### config.mk
export PLATFORM = sky130hd
export DESIGN_NAME = da2_wave_gen
export DESIGN_NICKNAME = d
export VERILOG_FILES = /design/src/rtl/da2_wave_gen.sv
export SDC_FILE = /design/constraint.sdc
export NUM_CORES = 1
export LEC_CHECK = 0
export ABC_AREA = 0
export CAP_MARGIN = 5
export CELL_PAD_IN_SITES_DETAIL_PLACEMENT = 1
export CELL_PAD_IN_SITES_GLOBAL_PLACEMENT = 2
export CORE_MARGIN = 2
export CORE_UTILIZATION = 38
export CTS_BUF_LIST = sky130_fd_sc_hd__clkbuf_8
export DETAILED_ROUTE_END_ITERATION = 16
export GPL_TIMING_DRIVEN = 0
export PLACE_DENSITY = 0.91
export RECOVER_POWER = 100
export SYNTH_ARGS = -nofsm -noshare
export SYNTH_HDL_FRONTEND = slang
export SYNTH_SLANG_ARGS = --single-unit
### constraint.sdc
create_clock -name clk -period 4.27 [get_ports clk]
set_clock_uncertainty 0.05 [all_clocks]
set_input_delay 0.427 -clock clk [delete_from_list [all_inputs] [get_ports clk]]
set_output_delay 0.427 -clock clk [all_outputs]
set_load 0.01 [all_outputs]
### src/rtl/da2_wave_gen.sv
// Dual-channel 12-bit waveform source for DA2_Top: per-channel phase accumulators
// sampled on a fixed-rate tick and presented with a one-cycle update strobe.
module da2_wave_gen #(
    parameter int SAMPLE_DIV = 1000,
    parameter int PHASE_W    = 16
) (
    input  logic               clk,
    input  logic               rst,
    input  logic               en,
    input  logic               phase_clr,
    input  logic [1:0]         wave_sel0,
    input  logic [1:0]         wave_sel1,
    input  logic [PHASE_W-1:0] step0,
    input  logic [PHASE_W-1:0] step1,
    output logic [11:0]        value0,
    output logic [11:0]        value1,
    output logic               update
);

    localparam logic [15:0] CNT_LAST = 16'(SAMPLE_DIV - 1);

    typedef enum logic [1:0] {
        WAVE_DC  = 2'b00,
        WAVE_SAW = 2'b01,
        WAVE_TRI = 2'b10,
        WAVE_SQR = 2'b11
    } wave_t;

    logic [15:0] cnt_q;
    logic [15:0] cnt_d;
    logic        tick;
    logic        update_q;

    logic [1:0][1:0]         sel_a;
    logic [1:0][PHASE_W-1:0] step_a;

    assign sel_a  = {wave_sel1, wave_sel0};
    assign step_a = {step1, step0};

    // Sample shape from the phase; low phase bits below the 12-bit window are dropped.
    function automatic logic [11:0] wave_fn(input logic [PHASE_W-1:0] p, input logic [1:0] sel);
        logic [11:0] res;
        logic        msb;
        logic [11:0] low;
        msb = p[PHASE_W-1];
        low = p[PHASE_W-2 -: 12];
        case (wave_t'(sel))
            WAVE_DC:  res = 12'h800;
            WAVE_SAW: res = p[PHASE_W-1 -: 12];
            WAVE_TRI: res = msb ? ~low : low;
            WAVE_SQR: res = msb ? 12'hFFF : 12'h000;
            default:  res = 12'h800;
        endcase
        return res;
    endfunction

    assign tick = en && (cnt_q == CNT_LAST);

    always_comb begin
        cnt_d = cnt_q + 16'd1;
        if (!en || tick) begin
            cnt_d = 16'd0;
        end
    end

    always_ff @(posedge clk or negedge rst) begin
        if (!rst) begin
            cnt_q    <= 16'd0;
            update_q <= 1'b0;
        end else begin
            cnt_q    <= cnt_d;
            update_q <= tick;
        end
    end

    genvar gi;
    generate
        for (gi = 0; gi < 2; gi++) begin : g_ch
            logic [PHASE_W-1:0] ph_q;
            logic [PHASE_W-1:0] ph_d;
            logic [PHASE_W-1:0] ph_cur;
            logic [11:0]        val_q;
            logic [11:0]        val_d;

            // A clear coincident with a tick replaces the old phase for this sample.
            assign ph_cur = phase_clr ? '0 : ph_q;

            always_comb begin
                ph_d  = ph_q;
                val_d = val_q;
                if (tick) begin
                    val_d = wave_fn(ph_cur, sel_a[gi]);
                    ph_d  = ph_cur + step_a[gi];
                end else if (phase_clr) begin
                    ph_d = '0;
                end
            end

            always_ff @(posedge clk or negedge rst) begin
                if (!rst) begin
                    ph_q  <= '0;
                    val_q <= 12'h000;
                end else begin
                    ph_q  <= ph_d;
                    val_q <= val_d;
                end
            end
        end
    endgenerate

    assign value0 = g_ch[0].val_q;
    assign value1 = g_ch[1].val_q;
    assign update = update_q;

endmodule

==> key figures, run 1 <==
Route
  – DRC Markers: 0
  – ANT nets after route: 0
  – Drt pass-1 iters: 4
  – Iter 0 DRT Violations: 291
  – Routed Wire Length: between 15000 and 20000 um
  – Vias/cell: roughly 5.7
  – Routed WL per cell: 19.09 um
  – Via Count: around 6000

Setup path
  – Reg2reg start: cnt_q[12]$_DFF_PN0_
  – FF-to-FF setup slack: about 0.47 ns
  – Worst Path Buf+Inv: 4
  – Top cell family by delay on the critical path: adder cells
  – R2R depth: 8
  – Crit path kind: in2reg
  – Crit-path cells: buf_6, buf_2, buf_2, buf_2, nor2b_1, ha_1, fa_1, a21o_1, maj3_1, maj3_2, o211a_1, a2111oi_0, a32o_1
  – Max stage delay cell, worst path: buf_2
  – CP max stage delay: 0.50 ns
  – Reg-to-Reg End: g_ch[0].ph_q[2]$_DFF_PN0_
  – WP data arrival: ~4.4 ns
  – CP startpoint kind: primary input
  – Maximum fanout along the worst path: 19
  – CP Data Required Time: 4.54 ns
  – Critical Path Sink Type: flop
  – Critical Path Most Common Cell: buf_2

Logic synthesis
  – Mapped Cells: 759
  – Mapped Area: approximately 6200 um2
  – Count of different cell masters after synthesis: 82
  – Main flop type after synthesis: dfrtp_1
  – XOR/XNOR share of the synthesized area: 9.805%
  – Yosys reg bits: 73
  – Synth Area in Adders: ~4.3%
  – Synthesized Nets: 814
  – Combinational family with the most area after synthesis: simple AND/OR/NAND/NOR gates
  – Area leader, netlist: dfrtp_1
  – Syn avg cell area: 8.120 um2
  – Top cells by area, synth: dfrtp_1 (30%), xnor2_1 (7.0%), o21ai_0 (4.5%)
  – Post-synthesis mux area share: around 3.8%
  – Post-synth EDFFs: 0
  – Synth Area in Simple Gates: a little under a quarter
  – Post-synthesis compound-gate area fraction: around 22%
  – Fraction of registers with async set/reset: 100.0%
  – Area share of the largest cell type after synthesis: between 20% and 30%
  – Ys Warns: 0
  – Register area share after synthesis: between 20% and 30%

Final layout
  – Design Area, Final: around 7200 um2
  – Most frequent cells in the layout: dfrtp_1 (73), nand2_1 (71), nor2_1 (67)
  – Commonest non-fill, non-tap cell in the layout: dfrtp_1
  – Filler cell count: 1960
  – Register area: 1827 um2
  – Layout cell share with drive strength beyond 1: between 8 and 9%
  – Non-filler instance count after layout: around 1000
  – Footprint of the multi-input gates: between 3000 and 4000 um2
  – ANT cells: 0
  – Nets: between 800 and 900
  – Area Overhead vs Synth: 16.10%

Clocking
  – Max clock buf depth: 2
  – Clk slew on worst S/H paths: ~0.080 ns
  – Clk_lat worst skew: 0.38 ns
  – CTS Sinks: 73
  – Clock root buffer: clkbuf_8
  – CTS tree: done
  – H-tree levels: 3
  – Total CTS buffers: 9

Timing
  – Final hold viol count: 0
  – Top achievable clock speed: between 200 and 250 MHz
  – Final min period: around 4.1 ns
  – Final period util: between 90% and 100%
  – Max Slew Vio Count: 33
  – Finish-stage setup viols: 0
  – Slew headroom: -24.79%
  – Slew @ Worst Pin: approximately 1.9 ns
  – Unrepaired setup endpoints after global routing: no

Min path
  – Hold WC Path Type: in2reg
  – Hold EP: g_ch[1].ph_q[3]$_DFF_PN0_
  – Worst Hold Depth: 3
  – Hold_sp: phase_clr

Die
  – Die height: 131.4 um
  – Die area: between 15000 and 20000 um2
  – CORE AREA: about 16000 um2
  – Top-Level Pins: 65
  – # rows: 46
  – Die width: approximately 130 um
  – Initial Util: between 30% and 40%

GRT
  – GRT overflow: 0
  – Largest net degree at the start of global routing: 43
  – Initial antenna violation count: 0
  – Global-route wire length before repair: between 30000 and 40000 um
  – Vias in the first global route: 6241
  – Gr usage total: a little under a quarter

Power and ir drop
  – Max VDD drop: roughly 0.15 mV
  – Leakage: between 2 and 3 nW
  – Total power: 0.001513 W
  – Cell Pwr Density: 211.5 nW/um2

Run status
  – Failing checks: capacitance limit, slew limit
  – Status: finished, violations left

Run
  – Max Cap Viol: 1

Place
  – Detailed Place HPWL: approximately 15000 um
  – I/O Buffers: 55
  – Cells after DPL: between 1000 and 1500
  – Area post-placement: 7009 um2
  – RePlAce Congestion: between 0.8 and 0.9
-- where the power goes --
group	switching (W)	leakage [nW]	total, W	internal, W
Clock	0.000296	0.113	0.000614	0.000318
Sequential	0.00000328	1.02	0.000697	0.000694
Combinational	0.000126	1.77	0.000202	0.0000763
Total	0.000425	2.89	0.00151	0.00109
-- layer usage --
metal	global-route usage, %	routed length [um]
met5	0	0
met1	29.92	9195
met2	40.82	9687
met3	3.395	740
met4	8.152	364
-- cell families (layout without fill, tap and decap cells) --
kind of cell | Yosys count | count (layout)
flip-flops | 73 | 73
XOR/XNOR | 69 | 69
AO/OA/AOI/OAI | 205 | 205
AND/OR/NAND/NOR | 279 | 279
multiplexers | 21 | 21
adder cells (fa/ha/maj) | 21 | 21
buffers and inverters | 91 | 163
-- synthesized netlist by cell type, types with 3 or more instances --
library cell	n
dfrtp_1	73
nand2_1	70
nor2_1	67
o21ai_0	56
xnor2_1	49
clkbuf_1	39
a21oi_1	30
inv_1	25
a22oi_1	22
buf_2	22
nand2b_1	21
nor2b_1	20
xor2_1	20
mux2_2	19
nand3_1	19
nor3_1	16
o211ai_1	15
ha_1	13
and3_1	10
o22ai_1	10
a31oi_1	7
nand4_1	7
a211oi_1	6
o211a_1	6
a221oi_1	5
maj3_1	5
or4bb_1	5
a21o_1	4
nor4_1	4
o21ai_1	4
or2_2	4
or3_1	4
or4_1	4
a21boi_0	3
and2_1	3
buf_1	3
nand4b_1	3
o21a_1	3
or3b_2	3
-- area by class of cell --
class | count | area share, %
Multi-Input combinational cell | 595 | 54.73
Inverter | 25 | 1.311
Tap cell | 216 | 3.777
Timing Repair Buffer | 57 | 7.816
Sequential cell | 73 | 25.53
Clock buffer | 12 | 2.308
Buffer | 65 | 3.847
Clock inverter | 4 | 0.6819
-- worst max-delay path by stage --
stage | endpoint | slack, ns | depth (start not counted) | startpoint
final | g_ch[1].ph_q[8]$_DFF_PN0_ | 0.15 | 13 | phase_clr
after global routing | g_ch[1].ph_q[8]$_DFF_PN0_ | 0.01 | 14 | phase_clr
after CTS | g_ch[0].ph_q[15]$_DFF_PN0_ | 0.16 | 14 | phase_clr
after detailed placement | g_ch[1].ph_q[8]$_DFF_PN0_ | -0.61 | 14 | phase_clr
after global placement | g_ch[1].ph_q[8]$_DFF_PN0_ | -0.54 | 14 | phase_clr
after floorplan | g_ch[1].ph_q[8]$_DFF_PN0_ | 0.42 | 14 | phase_clr
-- through the flow --
step	utilization [%]	setup TNS (ns)	hold WS (ns)	setup WS, ns
after floorplan	-	0	0.08141	0.4244
after global placement	43.97	-9.325	0.4130	-0.5376
after detailed placement	44.12	-4.377	0.3641	-0.6101
after CTS	45.51	0	0.3452	0.1631
after global routing	45.05	0	0.3755	0.01326
final	45.05	0	0.3575	0.1505
-- state kept, by name (all words and copies together) (netlist names) --
signal	cells
value1	12
update	1
g_ch.ph_q	32
value0	12
cnt_q	16
-- tightest hold or removal path, cell delays in order --
cell and delay, ns:
buf_6 0.11, nor2b_1 0.08, xnor2_1 0.13
-- repair_timing --
action / in CTS / in global routing
setup buffers: 0 / 0
resized for setup: 0 / 1
setup endpoints to repair: 5 / 1
hold buffers: 1 / 0
hold endpoints to repair: 31 / 0
(Power assumes the default switching activity.)
==> inputs of run 2 (changes only) <==
--- a/config.mk
+++ b/config.mk
@@ -10,12 +10,13 @@
 export CELL_PAD_IN_SITES_DETAIL_PLACEMENT = 1
 export CELL_PAD_IN_SITES_GLOBAL_PLACEMENT = 2
 export CORE_MARGIN = 2
-export CORE_UTILIZATION = 38
+export CORE_UTILIZATION = 32
 export CTS_BUF_LIST = sky130_fd_sc_hd__clkbuf_8
 export DETAILED_ROUTE_END_ITERATION = 16
 export GPL_TIMING_DRIVEN = 0
-export PLACE_DENSITY = 0.91
+export PLACE_DENSITY = 0.82
 export RECOVER_POWER = 100
+export SETUP_SLACK_MARGIN = 0.05
 export SYNTH_ARGS = -nofsm -noshare
 export SYNTH_HDL_FRONTEND = slang
 export SYNTH_SLANG_ARGS = --single-unit
==> constraint.sdc (replaced) <==
create_clock -name clk -period 3.4 [get_ports clk]
set_clock_uncertainty 0.05 [all_clocks]
set_input_delay 0.34 -clock clk [delete_from_list [all_inputs] [get_ports clk]]
set_output_delay 0.34 -clock clk [all_outputs]
set_load 0.01 [all_outputs]
==> key figures, run 2 (synthesis gave the netlist of run 1 again) <==
Min path
  – Worst Hold Depth: 3 (unchanged)
  – Hold WC Path Type: in2reg

Timing
  – Unrepaired setup endpoints after global routing: no
  – Final hold viol count: 0 (unchanged)
  – Finish-stage setup viols: 0 (unchanged)
  – Final period util: between 90 and 100%
  – Max Slew Vio Count: 32 (-3.0%)
  – Slew headroom: -32.22% (-7.4 points)
  – Final min period: approximately 3.3 ns
  – Top achievable clock speed: approximately 300 MHz
  – Total negative setup slack: 0 ns (unchanged)
  – Slew @ Worst Pin: 1.983 ns (+0.1115 ns)

Clocking
  – Clock root buffer: clkbuf_8
  – CTS tree: done
  – Max clock buf depth: 2 (unchanged)
  – Setup Fix Bufs, Post-CTS: 0 (unchanged)
  – Clk slew on worst S/H paths: 0.09 ns (about the same)
  – Total CTS buffers: 9 (unchanged)
  – CTS Sinks: 73 (unchanged)
  – H-tree levels: 3 (unchanged)
  – Clk_lat worst skew: 0.37 ns (about the same)

Die
  – # rows: 50 (+8.7%)
  – Initial Util: 32.73% (-6.1 points)
  – Die width: 142.8 um (+8.7%)
  – Top-Level Pins: 65 (unchanged)
  – Die area: 20390 um2 (+18%)
  – Die height: 142.8 um (+8.7%)
  – CORE AREA: 18830 um2 (+19%)

Route
  – Via Count: 5869 (-1.7%)
  – Vias/cell: 5.375 (-5.7%)
  – Drt pass-1 iters: 5 (+1)
  – DRC Markers: 0 (unchanged)
  – Iter 0 DRT Violations: 328 (+13%)
  – ANT nets after route: 0 (unchanged)
  – Routed WL per cell: 17.99 um (-5.8%)
  – Routed Wire Length: 19650 um (-1.7%)

Final layout
  – Commonest non-fill, non-tap cell in the layout: dfrtp_1
  – Biggest regs: g_ch.ph_q: 32 flops, cnt_q: 16 flops
  – Most frequent cells in the layout: dfrtp_1 (73), nand2_1 (71), nor2_1 (67)
  – Largest reg by FF count: g_ch.ph_q
  – Filler cell count: 2282 (+16%)
  – Non-filler instance count after layout: 1092 (+4.3%)
  – Nets: 882 (+0.11%)
  – ANT cells: 0 (unchanged)
  – Layout cell share with drive strength beyond 1: 10.46% (+1.9 points)
  – Area Overhead vs Synth: 19.85%
  – Max FFs per register: 32 (unchanged)

Setup path
  – Crit path kind: in2reg
  – CP startpoint kind: primary input
  – Critical Path Sink Type: flop
  – CP Data Required Time: 3.64 ns (-0.90 ns)
  – Maximum fanout along the worst path: 10 (-9)
  – WP data arrival: 3.52 ns (-0.87 ns)
  – R2R depth: 7 (-1)

Power and ir drop
  – Leakage: 2.945 nW (+1.7%)
  – Cell Pwr Density: 272.9 nW/um2 (+29%)
  – Max VDD drop: 0.2188 mV (+50%)

GRT
  – Largest net degree at the start of global routing: 43 (unchanged)
  – Gr usage total: 19.87% (-3.6 points)
  – Initial antenna violation count: 0 (unchanged)
  – Vias in the first global route: 5862 (-6.1%)
  – GRT overflow: 0 (unchanged)
  – Global-route wire length before repair: 31790 um (-2.2%)

Place
  – Detailed Place HPWL: 14500 um (-3.7%)
  – I/O Buffers: 55 (unchanged)
  – RePlAce Congestion: 0.8172 (-4.0%)
  – Cells after DPL: 1075 (+4.3%)

Run
  – Max Cap Viol: 1 (unchanged)

Run status
  – Failing checks: capacitance limit, slew limit
  – Status: finished, violations left
[run 2: cell types whose count changed in the layout (fill, tap and decap cells not counted), sizes merged]
cell | previous run | this run
buf | 20 | 26
bufinv | 1 | 3
clkbuf | 59 | 51
clkinv | 2 | 1
clkinvlp | 0 | 1
inv | 26 | 27
[run 2: final timing paths]
check                                 startpoint                          to  slack, ns
max in group asynchronous                    rst       value0[5]$_DFFE_PN0N_       1.14
max                                    phase_clr  g_ch[1].ph_q[12]$_DFF_PN0_       0.12
min in group asynchronous                    rst   g_ch[1].ph_q[7]$_DFF_PN0_       1.01
min reg2reg                value0[9]$_DFFE_PN0N_       value0[9]$_DFFE_PN0N_       0.43
max reg2reg                  cnt_q[12]$_DFF_PN0_   g_ch[1].ph_q[9]$_DFF_PN0_       0.33
min                                    phase_clr   g_ch[0].ph_q[4]$_DFF_PN0_       0.30
[run 2: layout make-up]
type / count / area, um2 / area share, %
multi-input cells: 595 / 3981 / 53.90
flip-flops and latches: 73 / 1827 / 24.73
repair buffers: 57 / 581.8 / 7.876
plain buffers: 66 / 335.3 / 4.539
well taps: 260 / 325.3 / 4.404
clock buffers: 9 / 123.9 / 1.677
clock inverters: 7 / 118.9 / 1.609
inverters: 25 / 93.84 / 1.270
[run 2: through the flow]
| stage | power [W] | cell area (um2) | setup WS (ns) | util, % | hold WS [ns] |
|---|---|---|---|---|---|
| 2_1_floorplan | 0.001038 | 6210 | 0.08153 | - | -0.005591 |
| 3_3_place_gp | 0.001154 | 7086 | -0.9172 | 37.63 | 0.4140 |
| 3_5_place_dp | 0.001160 | 7111 | -0.5402 | 37.76 | 0.2816 |
| 4_1_cts | 0.002049 | 7388 | 0.05380 | 39.24 | 0.2710 |
| 5_1_grt | 0.002109 | 7387 | 0.04094 | 39.23 | 0.3020 |
| 6_report | 0.002016 | 7387 | 0.1209 | 39.23 | 0.3009 |
[run 2: what timing repair did]
item | CTS | global route
endpoints found under the hold margin | 31 | 0
hold buffers | 1 | 0
endpoints found under the setup margin | 6 | 6
gates resized for setup | 6 | 6
[run 2: power by group]
group	total, W	internal [W]	switching, W	leakage, nW
Combinational	0.000272	0.000107	0.000165	1.81
Sequential	0.000876	0.000871	0.00000416	1.02
Clock	0.000868	0.000489	0.000379	0.121
[run 2: critical path, cell delays in order]
cell and delay (ns):
buf_6 0.13, buf_8 0.16, buf_12 0.15, buf_12 0.15, buf_8 0.15, nor2b_1 0.07, ha_2 0.21, fa_2 0.42
a21o_1 0.20, maj3_2 0.31, maj3_2 0.34, o211a_4 0.30, nand3_1 0.08, mux2_2 0.34, o22ai_1 0.13
[run 2: per-layer routing]
metal | wire, um | global-route usage [%]
met5 | 0 | 0
met4 | 270 | 4.846
met3 | 926 | 3.655
met2 | 9051 | 32.19
met1 | 9397 | 27.42
==> inputs of run 3 (changes only) <==
--- a/config.mk
+++ b/config.mk
@@ -17,6 +17,7 @@
 export PLACE_DENSITY = 0.82
 export RECOVER_POWER = 100
 export SETUP_SLACK_MARGIN = 0.05
+export SLEW_MARGIN = 10
 export SYNTH_ARGS = -nofsm -noshare
 export SYNTH_HDL_FRONTEND = slang
 export SYNTH_SLANG_ARGS = --single-unit
==> results of run 3 <==
Final layout, timing and power as in run 2 (identical DEF).
